===== config.mk =====
export PLATFORM = sky130hd
export DESIGN_NAME = apb_slave_regfile
export DESIGN_NICKNAME = d
export VERILOG_FILES = /design/src/rtl/apb_slave_regfile.sv
export SDC_FILE = /design/constraint.sdc
export NUM_CORES = 1
export LEC_CHECK = 0
export CAP_MARGIN = 20
export CORE_UTILIZATION = 55
export DETAILED_ROUTE_END_ITERATION = 8
export HOLD_SLACK_MARGIN = 0.08
export PLACE_DENSITY = 0.71
export SETUP_SLACK_MARGIN = 0.15
export SLEW_MARGIN = 5
export SYNTH_ARGS = -nofsm -noshare
export SYNTH_HDL_FRONTEND = slang
export SYNTH_SLANG_ARGS = --single-unit

===== constraint.sdc =====
create_clock -name i_PCLK -period 4.01 [get_ports i_PCLK]
set_clock_uncertainty 0.1 [all_clocks]
set_input_delay 1.203 -clock i_PCLK [delete_from_list [all_inputs] [get_ports i_PCLK]]
set_output_delay 1.203 -clock i_PCLK [all_outputs]
set_load 0.02 [all_outputs]

===== src/rtl/apb_slave_regfile.sv =====
// ---------------------------------------------------------------------------
// apb_slave_regfile
//
// APB slave backed by a DEPTH x WIDTH register array. Each transfer is
// latched in the setup cycle, optionally delayed by WAIT_CYCLES wait states,
// then completed with a one-cycle PREADY pulse. Addresses >= DEPTH complete
// with PSLVERR=1, read back as zero and never modify the array.
//
// Ports
//   i_PCLK     : clock, rising edge
//   i_PRESETn  : asynchronous active-low reset (clears state and array)
//   i_PSEL     : slave select
//   i_PENABLE  : access-phase strobe
//   i_PWRITE   : 1 = write, 0 = read
//   i_PADDR    : transfer address (WIDTH bits)
//   i_PWDATA   : write data (WIDTH bits)
//   o_PRDATA   : read data, nonzero only while o_PREADY=1
//   o_PREADY   : registered transfer completion pulse
//   o_PSLVERR  : registered error flag, qualified by o_PREADY
// ---------------------------------------------------------------------------
module apb_slave_regfile #(
    parameter int WIDTH       = 8,
    parameter int DEPTH       = 64,
    parameter int WAIT_CYCLES = 1
) (
    input  logic             i_PCLK,
    input  logic             i_PRESETn,
    input  logic             i_PSEL,
    input  logic             i_PENABLE,
    input  logic             i_PWRITE,
    input  logic [WIDTH-1:0] i_PADDR,
    input  logic [WIDTH-1:0] i_PWDATA,
    output logic [WIDTH-1:0] o_PRDATA,
    output logic             o_PREADY,
    output logic             o_PSLVERR
);

    localparam int AW = (DEPTH > 1) ? $clog2(DEPTH) : 1;
    // One extra bit so DEPTH == 2**WIDTH is representable in the compare.
    localparam logic [WIDTH:0] DEPTH_W  = (WIDTH+1)'(DEPTH);
    localparam logic [3:0]     CNT_INIT = (WAIT_CYCLES == 0) ? 4'd0 : 4'(WAIT_CYCLES - 1);

    typedef enum logic [1:0] {
        ST_IDLE,
        ST_WAIT,
        ST_READY
    } state_t;

    state_t           state_q, state_d;
    logic [3:0]       cnt_q, cnt_d;
    logic [WIDTH-1:0] addr_q, addr_d;
    logic [WIDTH-1:0] wdata_q, wdata_d;
    logic             wr_q, wr_d;
    logic             err_q, err_d;
    logic [WIDTH-1:0] prdata_q, prdata_d;
    logic             pready_q, pready_d;
    logic             pslverr_q, pslverr_d;

    logic [WIDTH-1:0] mem_q [DEPTH];
    logic             wr_en;
    logic [DEPTH-1:0] wr_sel;

    // Next-state, latching and registered-output logic.
    always_comb begin
        state_d   = state_q;
        cnt_d     = cnt_q;
        addr_d    = addr_q;
        wdata_d   = wdata_q;
        wr_d      = wr_q;
        err_d     = err_q;
        prdata_d  = '0;
        pready_d  = 1'b0;
        pslverr_d = 1'b0;

        case (state_q)
            ST_IDLE: begin
                if (i_PSEL && !i_PENABLE) begin
                    addr_d  = i_PADDR;
                    wdata_d = i_PWDATA;
                    wr_d    = i_PWRITE;
                    err_d   = ({1'b0, i_PADDR} >= DEPTH_W);
                    if (WAIT_CYCLES == 0) begin
                        state_d = ST_READY;
                    end else begin
                        state_d = ST_WAIT;
                        cnt_d   = CNT_INIT;
                    end
                end
            end
            ST_WAIT: begin
                // Dropping PSEL mid-transfer abandons it silently.
                if (!i_PSEL) begin
                    state_d = ST_IDLE;
                    cnt_d   = 4'd0;
                end else if (cnt_q == 4'd0) begin
                    state_d = ST_READY;
                end else begin
                    cnt_d = cnt_q - 4'd1;
                end
            end
            ST_READY: begin
                state_d = ST_IDLE;
            end
            default: begin
                state_d = ST_IDLE;
            end
        endcase

        // Outputs are computed from the next state so they are valid in
        // exactly the cycle the FSM sits in READY. The read uses addr_d so a
        // zero-wait transfer sees the address latched on the same edge.
        if (state_d == ST_READY) begin
            pready_d  = 1'b1;
            pslverr_d = err_d;
            if (!wr_d && !err_d) begin
                prdata_d = mem_q[addr_d[AW-1:0]];
            end
        end
    end

    always_ff @(posedge i_PCLK or negedge i_PRESETn) begin
        if (!i_PRESETn) begin
            state_q   <= ST_IDLE;
            cnt_q     <= 4'd0;
            addr_q    <= '0;
            wdata_q   <= '0;
            wr_q      <= 1'b0;
            err_q     <= 1'b0;
            prdata_q  <= '0;
            pready_q  <= 1'b0;
            pslverr_q <= 1'b0;
        end else begin
            state_q   <= state_d;
            cnt_q     <= cnt_d;
            addr_q    <= addr_d;
            wdata_q   <= wdata_d;
            wr_q      <= wr_d;
            err_q     <= err_d;
            prdata_q  <= prdata_d;
            pready_q  <= pready_d;
            pslverr_q <= pslverr_d;
        end
    end

    // The write commits on the edge leaving READY, so a read set up in the
    // following cycle already observes it.
    assign wr_en = (state_q == ST_READY) && wr_q && !err_q;

    generate
        for (genvar gi = 0; gi < DEPTH; gi++) begin : g_wsel
            assign wr_sel[gi] = wr_en && (addr_q[AW-1:0] == AW'(gi));
        end
    endgenerate

    // Array must be clearable by reset, so it is built from flops.
    always_ff @(posedge i_PCLK or negedge i_PRESETn) begin
        if (!i_PRESETn) begin
            for (int i = 0; i < DEPTH; i++) begin
                mem_q[i] <= '0;
            end
        end else begin
            for (int i = 0; i < DEPTH; i++) begin
                if (wr_sel[i]) begin
                    mem_q[i] <= wdata_q;
                end
            end
        end
    end

    assign o_PRDATA  = prdata_q;
    assign o_PREADY  = pready_q;
    assign o_PSLVERR = pslverr_q;

endmodule


Word-level counts from Yosys, hierarchy flattened
Index checks and enable logic that the tools add are counted.
W data, S select, Z words.
- output and inout port bits: 10
- bits in registers: 544
- word-level logic and storage cells: 244
- input bits: 21
- $add $sub $neg: 1
- $lt $le $gt $ge: 2
- bitwise operators: 1
- multiplexer cells: 21
- reduce and logical (&&, ||, !) cells: 78
- equality and inequality tests: 68
- operators by type and width (kind ; number):
    $eq A6 B6 Y1 const B ; 32
    $eq A6 B5 Y1 const B ; 16
    $logic_and A1 B1 Y1 ; 68
    $bmux W8 S6 ; 1
    $eq A6 B4 Y1 const B ; 8
    $mux W8 ; 4
    $eq A6 B3 Y1 const B ; 4
    $eq A6 B2 Y1 const B ; 2
    $mux W4 ; 3
    $mux W6 ; 2
    $ge A8 B7 Y1 const B ; 1
    $pmux W4 S2 ; 1
    $ge A7 B7 Y1 const B ; 1
    $not A6 Y7 ; 1
    $eq A6 B1 Y1 const B ; 1
    $logic_not A6 Y1 ; 1
    $mux W1 ; 6
    $mux W2 ; 3
    $eq A2 B2 Y1 const B ; 2
    $logic_not A1 Y1 ; 4
    $logic_not A4 Y1 ; 1
    $pmux W2 S2 ; 1
    $sub A4 B1 Y4 const B ; 1
    $ne A3 B3 Y1 const B ; 1
    other kinds (6) ; 6

Longest topological paths before layout
- depth in word-level cells: 10
- mapped depth: 13
- depth with buffers taken out: 9

Least setup slack after synthesis
OpenSTA, ideal clock, no wires.
- path type: input to register
- from: in i_PENABLE
- to: reg prdata_q[5], in the netlist o_PRDATA[5]
- buffers on the path: 0
- cell stages on the path: 9
- path slack: 289 ps
- setup time: 120 ps
- arrival: 3501 ps
- data required time: 3790 ps
- cells stage by stage: nor4b_4 > mux2i_1 > inv_2 > nand2_1 > a21oi_1 > nor4_1 > a21oi_1 > or4_1 > and3_1
- word-level cells in the longest chain between the ends: 10
- elaborated cells between the ends (all ways): 20
- those cells by class: 1 x eq/ne; 13 x mux; 1 x bitwise; 5 x reduce/logical
- RTL lines (element ; RTL line ; source):
    start: declaration ; 29 ; input logic i_PENABLE,
    $logic_not A1 Y1 (*) ; 77 ; if (i_PSEL && !i_PENABLE) begin
    $logic_and A1 B1 Y1 (*) ; 77 ;
    $mux W6 ; 77 ;
    $mux W6 ; 75 ; case (state_q)
    $not A6 Y7 (implied by the code) ; 116 ; prdata_d = mem_q[addr_d[AW-1:0]];
    $bmux W8 S6 ; 116 ;
    $mux W8 (implied by the code) (2 in a row) ; 116 ;
    $mux W8 ; 115 ; if (!wr_d && !err_d) begin
    $mux W8 (*) ; 112 ; if (state_d == ST_READY) begin
    net prdata_d[5] ; 55 ; logic [WIDTH-1:0] prdata_q, prdata_d;
    end signal: assignment ; 139 ; prdata_q <= prdata_d;
    end: declaration ; 55 ;
Mark *: on every way through the listed nets, which the timed path passes. The rest lies on a longest branch. The select of a mux whose other input is x is not followed.
A chain may end at the register's enable or synchronous reset.

Final worst setup path
- from: in i_PSEL
- to: reg prdata_q[2], in the netlist o_PRDATA[2]
- word-level cells in the longest chain between the ends: 9
- elaborated cells between the ends (all ways): 20
- those cells by class: 1 x eq/ne; 14 x mux; 1 x bitwise; 4 x reduce/logical
- RTL lines (element ; RTL line ; source):
    start: declaration ; 28 ; input logic i_PSEL,
    $logic_and A1 B1 Y1 ; 77 ;
    $mux W6 ; 77 ;
    $mux W6 ; 75 ;
    $not A6 Y7 (implied by the code) ; 116 ;
    $bmux W8 S6 ; 116 ;
    $mux W8 (implied by the code) (2 in a row) ; 116 ;
    $mux W8 ; 115 ;
    $mux W8 (*) ; 112 ;
    net prdata_d[2] ; 55 ;
Marked as above.

==> summary.md <==
| Metric | Value |
|---|---|
| Status | completed |
| Post-synth EDFFs | 0 |
| Final Setup Violations | 0 |
| Worst slew pin tran | 1160 ps |
| GRT Total Usage | 0.301 |
| Die X | 215 um |
| Worst-path fanout max | 13 |
| Core Region | 44,600 sq um |
| Die area | 46,400 sq um |
| Hold WS | 402 ps |
| Flops & latches, synth | 544 |
| Mapped Cells | 2,135 |
| CTS buffer count | 57 |
| Count of standard-cell rows | 77 |
| Post-DP HPWL | 45,000 um |
| Initial Util | 0.561 |
| Ports | 31 |
| Hold Crit Depth | 1 |
| Largest net degree at the start of global routing | 86 |
| Worst Setup Start Kind | primary input |
| 1st-iter DRT viols | 1,727 |
| Synth Cell Area | 25,000 sq um |
| Final antenna-violating net count | 0 |
| Avg Cell Area, Syn | 11.7 sq um |
| Post-route minimum period | 3880 ps |
| Drt first pass iters | 5 |
| Routed vias/inst | 6.17 |
| Post-synthesis async set-or-reset flop share | 1.00 |
| Detailed Route WL | 67,700 um |
| Hold crit path type | reg -> reg |
| Synth warn | 0 |
| Most used DFF post-synth | dfrtp_1 |
| Vias in the first global route | 18,400 |
| Number of max-slew violations in the final report | 0 |
| RD Place Congestion | 0.937 |
| Via count | 17,600 |
| TritonCTS clock tree | built |
| Peak VDD IR | 349 uV |
| # Max-Cap Violations | 0 |
| Dpl cell area | 26,900 sq um |
| Leak pwr | 13.8 nW |
| Fin nets | 2,246 |
| Ratio of cells with drive above 1 in the final layout | 0.362 |
| DRC viols | 0 |
| Count of unique library cells instantiated by Yosys | 47 |
| Port Buf Inserts | 30 |
| Sequential area share after synthesis | 0.544 |
| Die Y | 215 um |
| R2r setup slk | 630 ps |
| Synth-to-Final Area Change | 15.4% |
| Clock Latency Late Sink | 640 ps |
| Slew HR | 0.224 |
| Fin util | 0.648 |
| Initial antenna violation count | 2 |
| Fin area | 28,900 sq um |
| CTS Buffer Depth | 3 |
| Root Driver | clkbuf_16 |
| RSZ-0062 raised after global routing | yes |
| PwrDens | 554 nW/um^2 |
| Synthesized Nets | 2,158 |
| Final period utilization | 0.969 |
| Path depth of the worst reg2reg path | 11 |
| WP data required | 4420 ps |
| DR WL/cell | 23.7 um |
| First-pass GRT wire length | 107,000 um |
| Clock Pin Slew Worst Setup and Hold Paths | 60 ps |
| CTS HTree Levels | 2 |
| CP Capture Type | flip-flop |
| # clock sinks | 544 |
| Total global routing overflow | 0 |
| Crit path DAT | 4290 ps |
| Crit path kind | in -> reg |
| Maximum clock frequency | 257 MHz |
| Hold Fails Final Rpt | 0 |
[metrics by stage]
| step | setup TNS (ps) | std cells | power, mW | setup WS, ps |
|---|---|---|---|---|
| floorplan | 0 | 2135 | 8.40 | 289 |
| global placement | -4070 | 2748 | 10.6 | -616 |
| detailed placement | -4350 | 2749 | 10.7 | -631 |
| CTS | 0 | 2849 | 15.8 | 137 |
| global route | 0 | 2856 | 16.5 | 93.3 |
| finish | 0 | 2858 | 16.0 | 126 |
[metal layers]
metal,vias to the layer above,global-route usage,wire (um)
li1,7719,-,-
met1,9042,0.404,28400
met2,695,0.472,31600
met3,170,0.0589,4780
met4,0,0.143,2970
met5,-,0,0
[worst max-delay path: stages]
cell and delay (ps):
clkdlybuf4s50_1 480, or4b_1 520, mux2i_4 240, clkinv_4 150, buf_4 120, buf_4 190, buf_12 180, mux2i_1 230
o22ai_1 130, o21ai_0 270, o2111ai_2 300, and3_1 270
[layout by cell type (no fill, tap or decap), drive strengths merged, types with 2 or more instances in the layout]
cell | Yosys | layout
a211oi | 7 | 7
a21o | 2 | 2
a21oi | 52 | 52
a221oi | 15 | 15
a22oi | 7 | 7
a311oi | 6 | 6
a31oi | 37 | 37
a32oi | 2 | 2
and2 | 3 | 3
and3 | 27 | 27
buf | 42 | 156
clkbuf | 114 | 86
clkdlybuf4s50 | 0 | 29
clkinv | 0 | 13
dfrtp | 544 | 544
diode | 0 | 2
ha | 2 | 2
inv | 12 | 12
mux2 | 512 | 512
mux2i | 24 | 24
mux4 | 23 | 23
nand2 | 442 | 442
nand2b | 7 | 7
nand3 | 113 | 113
nand4 | 22 | 22
nor2 | 28 | 28
nor2b | 2 | 2
nor3 | 20 | 20
nor4 | 10 | 10
o2111ai | 13 | 13
o21ai | 25 | 25
o22ai | 7 | 7
or3 | 6 | 6
xnor2 | 2 | 2
[Yosys cell counts, types with 3 or more instances]
cell type | n | area share
a311oi_1 | 6 | 0.0021
a22oi_1 | 7 | 0.0021
nand2b_1 | 7 | 0.0017
o22ai_1 | 7 | 0.0017
o21ai_1 | 8 | 0.0016
buf_1 | 12 | 0.0018
nor3_2 | 8 | 0.0032
buf_2 | 26 | 0.0052
inv_1 | 9 | 0.0013
a221oi_1 | 15 | 0.0052
nor3_1 | 12 | 0.0024
nor2_1 | 28 | 0.0042
or3_1 | 6 | 0.0015
a31oi_1 | 37 | 0.0092
mux4_2 | 23 | 0.021
mux2_2 | 512 | 0.23
o2111ai_1 | 13 | 0.0045
nand3_1 | 113 | 0.023
o21ai_0 | 17 | 0.0034
dfrtp_1 | 544 | 0.54
nand2_1 | 441 | 0.066
inv_2 | 3 | 0.00045
buf_4 | 3 | 0.00090
and3_1 | 27 | 0.0067
nor4_2 | 6 | 0.0030
nor4_1 | 4 | 0.0010
a21oi_1 | 52 | 0.010
nand4_1 | 22 | 0.0055
and2_1 | 3 | 0.00075
clkbuf_1 | 114 | 0.017
mux2i_1 | 23 | 0.0092
a211oi_1 | 7 | 0.0021
[timing repair]
item	CTS	global route
setup endpoints to repair	6	8
endpoints found under the hold margin	0	0
pin swaps	1	2
gates resized for setup	8	14
setup buffers	0	5
hold buffers	0	0
[final cells by class]
type / count / area (sq um)
Multi-Input combinational cell: 1423 / 10900
Timing Repair Buffer: 185 / 1820
Sequential cell: 544 / 13600
Inverter: 12 / 52.6
Tap cell: 592 / 741
Fill cell: 3349 / 15700
Clock inverter: 14 / 125
Clock buffer: 86 / 1670
Antenna cell: 2 / 5.00
[report_power, final]
group	total, mW	internal (mW)	switching (mW)
sequential	6.23	5.69	0.533
clock	5.11	2.92	2.19
combinational	4.65	1.64	3.01
[kinds of logic after synthesis]
logic type | count (synthesis) | share of synthesized area
multiplexers | 559 | 0.261
buffers and inverters | 168 | 0.0272
AND/OR/NAND/NOR | 685 | 0.122
adder cells (fa/ha/maj) | 2 | 0.000999
AO/OA/AOI/OAI | 175 | 0.0445
flip-flops | 544 | 0.544
XOR/XNOR | 2 | 0.000700
[registers in the layout (all words and copies together), names as in the netlist]
register   flops
addr_q         6
o_PREADY       1
o_PRDATA       8
o_PSLVERR      1
state_q        2
wdata_q        8
mem_q        512
err_q          1
cnt_q          4
wr_q           1
[worst paths after layout]
path	to	from
max	o_PRDATA[2]	i_PSEL
min	mem_q[147]	mem_q[147]
max reg2reg	o_PRDATA[2]	state_q[0]
min reg2reg	mem_q[147]	mem_q[147]
max in group asynchronous	wdata_q[0]	i_PRESETn
min in group asynchronous	mem_q[407]	i_PRESETn
No activity file was read; power rests on OpenSTA's default activity.
